$ cat src/rtl/router_sync_ctrl.sv
// Write-side controller for the 1x3 router: latches the destination,
// steers FIFO writes, flags valid ports and times out stalled readers.
module router_sync_ctrl #(
  parameter int TIMEOUT = 30,
  parameter int CNT_W   = 5
) (
  input  logic       clk,
  input  logic       rst,
  input  logic       detect_add,
  input  logic [1:0] din,
  input  logic       write_enb_reg,
  input  logic       read_enb_0,
  input  logic       read_enb_1,
  input  logic       read_enb_2,
  input  logic       empty_0,
  input  logic       empty_1,
  input  logic       empty_2,
  input  logic       full_0,
  input  logic       full_1,
  input  logic       full_2,
  output logic [2:0] write_enb,
  output logic       fifo_full,
  output logic       vld_out_0,
  output logic       vld_out_1,
  output logic       vld_out_2,
  output logic       soft_rst_0,
  output logic       soft_rst_1,
  output logic       soft_rst_2
);

  localparam logic [1:0]       NO_PORT = 2'b11;
  localparam logic [CNT_W-1:0] CNT_MAX = CNT_W'(TIMEOUT - 1);

  logic [1:0] addr_q;
  logic [1:0] addr_d;

  logic [2:0][CNT_W-1:0] cnt_q;
  logic [2:0][CNT_W-1:0] cnt_d;
  logic [2:0]            soft_q;
  logic [2:0]            soft_d;

  logic [2:0] rd_v;
  logic [2:0] empty_v;
  logic [2:0] full_v;
  logic [2:0] sel;
  logic       abort;

  assign rd_v    = {read_enb_2, read_enb_1, read_enb_0};
  assign empty_v = {empty_2, empty_1, empty_0};
  assign full_v  = {full_2, full_1, full_0};

  always_comb begin
    sel = 3'b000;
    unique case (addr_q)
      2'd0:    sel = 3'b001;
      2'd1:    sel = 3'b010;
      2'd2:    sel = 3'b100;
      default: sel = 3'b000;
    endcase
  end

  // A timeout on the port currently being written aborts the packet.
  assign abort = |(sel & soft_q);

  always_comb begin
    addr_d = addr_q;
    if (detect_add) begin
      addr_d = din;
    end else if (abort) begin
      addr_d = NO_PORT;
    end
  end

  always_comb begin
    cnt_d  = cnt_q;
    soft_d = 3'b000;
    for (int i = 0; i < 3; i++) begin
      if (empty_v[i] || rd_v[i]) begin
        cnt_d[i] = '0;
      end else if (cnt_q[i] == CNT_MAX) begin
        cnt_d[i]  = '0;
        soft_d[i] = 1'b1;
      end else begin
        cnt_d[i] = cnt_q[i] + 1'b1;
      end
    end
  end

  always_ff @(posedge clk) begin
    if (rst) begin
      addr_q <= NO_PORT;
      cnt_q  <= '0;
      soft_q <= 3'b000;
    end else begin
      addr_q <= addr_d;
      cnt_q  <= cnt_d;
      soft_q <= soft_d;
    end
  end

  assign write_enb = write_enb_reg ? sel : 3'b000;
  assign fifo_full = |(sel & full_v);

  assign vld_out_0 = ~empty_0;
  assign vld_out_1 = ~empty_1;
  assign vld_out_2 = ~empty_2;

  assign soft_rst_0 = soft_q[0];
  assign soft_rst_1 = soft_q[1];
  assign soft_rst_2 = soft_q[2];

endmodule

$ cat config.mk
export PLATFORM = sky130hd
export DESIGN_NAME = router_sync_ctrl
export DESIGN_NICKNAME = d
export VERILOG_FILES = /design/src/rtl/router_sync_ctrl.sv
export SDC_FILE = /design/constraint.sdc
export NUM_CORES = 1
export LEC_CHECK = 0
export CAP_MARGIN = 20
export CORE_MARGIN = 8
export CORE_UTILIZATION = 45
export CTS_BUF_LIST = sky130_fd_sc_hd__clkbuf_2
export CTS_CLUSTER_DIAMETER = 40
export CTS_CLUSTER_SIZE = 40
export DETAILED_ROUTE_END_ITERATION = 8
export PLACE_DENSITY = 0.74
export SYNTH_ARGS = -nofsm -noshare
export SYNTH_HDL_FRONTEND = slang
export SYNTH_SLANG_ARGS = --single-unit
$ cat constraint.sdc
create_clock -name clk -period 2 [get_ports clk]
set_input_delay 0.2 -clock clk [delete_from_list [all_inputs] [get_ports clk]]
set_output_delay 0.2 -clock clk [all_outputs]
set_load 0.05 [all_outputs]
==> results_dict.tcl <==
set metrics [dict create \
    postRouteAntennaNets 0 \
    first_iter_violations 8 \
    fp.dieH_um 59.03 \
    finalCritPeriodShare 0.8512 \
    synthArstFlopShare 0 \
    final_nets 139 \
    register_area_um2 400.4 \
    setup_viol 0 \
    cp.required_ps 1800 \
    area_growth_pct 34.23 \
    skew_ps 1.981 \
    slew_headroom 0.6648 \
    seqPwrFrac 0.625 \
    fmax_mhz 587.4 \
    irDropWorstVdd_mv 0.4165 \
    ctsResizeCount 0 \
    hold_buffers 0 \
    p_int_w 0.0004902 \
    portBuffers 24 \
    synth_edf_count 0 \
    grt_overflow 0 \
    hold-worst-slack_ps 462.0 \
    antenna_cells 0 \
    clk_pin_slew_ps 170 \
    drive_gt1_frac 0.09402 \
    setup_slack_ps 297.6 \
    worstPathCellList "clkdlybuf4s50_1" \
    post_drt_via_cell_ratio 4.739 \
    status "finished, final reports clean" \
    first_global_vias 609 \
    slowest_delay_ps 810 \
    drc 0 \
    path_depth 1 \
    fillers 166 \
    syn_inst 89 \
    syn-num-nets 110 \
    cts_tree "yes" \
    pwr-share-comb 0.126 \
    cpMaxStageDelayCell "clkdlybuf4s50_1" \
    synth_top_flop_cell "dfxtp_1" \
    gp_congestion 0.7429 \
    grt_max_degree 12 \
    rsz0062_at_grt "no" \
    cts_sinks 20 \
    synth_area_leader_cell "dfxtp_1" \
    die_area_um2 3485 \
    min_period_ps 1702 \
    worst_pin_slew_ps 501.2 \
    vias 673 \
    power_switching_w 0.0001682 \
    arrival_ps 1500 \
    cts.path.max_buffers 2 \
    dp_hpwl_um 1284 \
    final_util 0.6478 \
    drt-wirelength-per-cell_um 11.63 \
    maxSlewViolCount 0 \
    htreeDepth 1 \
    synthDominantCellAreaShare 0.4805 \
    root_buffer "clkbuf_2" \
    routed_wl_um 1652 \
    multi_input_area_um2 410.4 \
    cp.buffers_inverters 1 \
    start_util 0.4826 \
    grt_pass1_wl_um 2559 \
    grt_usage 0.09889 \
    ys_types 19 \
    startpoint_type "register" \
    p_leak_nw 0.4426 \
    hp-class "input pin to register" \
    rows 15 \
    power_density_nw_per_um2 588.6 \
    synth_common_cells "20 x dfxtp_1, 16 x nor2_1, 7 x nor2b_1" \
    yosysMostFrequentCell "dfxtp_1" \
    max_cap_violations 0 \
    synth_area_leaders "dfxtp_1 48%, ha_1 9.0%, nor2_1 7.2%" \
    critPathCaptureType "output pin" \
    worstSkewPairLatency_ps 320 \
    pin_count 25 \
    synth_area_um2 833.3 \
    tns_ps 0 \
    yosysSeqAreaShare 0.4805 \
    sw_frac_of_total 0.2555 \
    crit_fanout 3 \
    antenna_found_initial 0 \
    core_area_um2 1727 \
    whs_path_depth 3 \
    reg2reg_depth 3 \
    yosys_warnings 0 \
    cts_made_buffers 3 \
    worstSetupPathType "register to output pin" \
    p_clk_frac 0.248 \
    dieWidth_um 59.03 \
    post_cts_buffers 0 \
    dp_slack_ps 571.8 \
    postSynthAreaPerCell_um2 9.363 \
    hold_violations 0 \
    firstDrtPassIters 4 \
    synth_seq_cells 20 \
    crit_family "buffers and inverters" \
]
[layer usage]
layer  global-route usage  vias up  share of wire
li1                     -      351              -
met1               0.1022      295           0.44
met5                    0        -              0
met3              0.03254        5          0.080
met2               0.1636       22           0.45
met4              0.07167        0          0.027
[cell type report]
class	count	share of cell area
Sequential cell	20	0.3579
Clock inverter	1	0.003356
Clock buffer	3	0.01342
Inverter	6	0.02013
Multi-Input combinational cell	63	0.3669
Tap cell	25	0.02796
Timing Repair Buffer	24	0.2103
[worst paths after layout]
kind	startpoint	end	slack, ps
worst max-delay path	soft_q[0]$_SDFF_PP0_	soft_rst_0	300
worst min-delay path	din[1]	addr_q[1]$_SDFFE_PP1P_	460
worst max register to register	addr_q[1]$_SDFFE_PP1P_	addr_q[0]$_SDFFE_PP1P_	780
worst min register to register	cnt_q[5]$_SDFF_PP0_	cnt_q[5]$_SDFF_PP0_	490
[cells in the final DEF (no fill, tap or decap), types with 4 or more instances in the layout]
| master | netlist | layout |
|---|---|---|
| buf_4 | 0 | 6 |
| clkdlybuf4s50_1 | 0 | 17 |
| dfxtp_1 | 20 | 20 |
| ha_1 | 6 | 6 |
| inv_1 | 6 | 6 |
| nand2_1 | 4 | 4 |
| nand3_1 | 6 | 6 |
| nor2_1 | 16 | 16 |
| nor2b_1 | 7 | 7 |
| xor2_1 | 6 | 6 |
[metrics by stage]
stage | instances | cell area [µm²] | total power (W)
2_1_floorplan | 89 | 833.3 | 0.0004585
3_5_place_dp | 138 | 1100 | 0.0005041
4_1_cts | 142 | 1119 | 0.0006717
6_report | 142 | 1119 | 0.0006584
3_3_place_gp | 138 | 1100 | 0.0005028
5_1_grt | 142 | 1119 | 0.0006843
[state kept, by name, indices dropped and copies added (netlist names)]
signal	cells
addr_q	2
soft_q	3
cnt_q	15
[power by group through the flow]
stage	Sequential, W	Clock (W)	Combinational, W
final	0.000412	0.000164	0.0000832
after global routing	0.000413	0.000182	0.0000894
after CTS	0.000412	0.000175	0.0000845
after detailed placement	0.000420	0	0.0000841
after global placement	0.000420	0	0.0000830
after floorplan	0.000418	0	0.0000402
[cell families after synthesis]
logic type / after synthesis / share of synthesized area
mux: 1 / 0.01201
compound gates: 5 / 0.04654
fa+ha+maj: 6 / 0.09009
xor+xnor: 9 / 0.09460
flops: 20 / 0.4805
simple gates: 42 / 0.2493
buf+inv: 6 / 0.02703
Note: power is estimated with default switching activity, not from simulation.
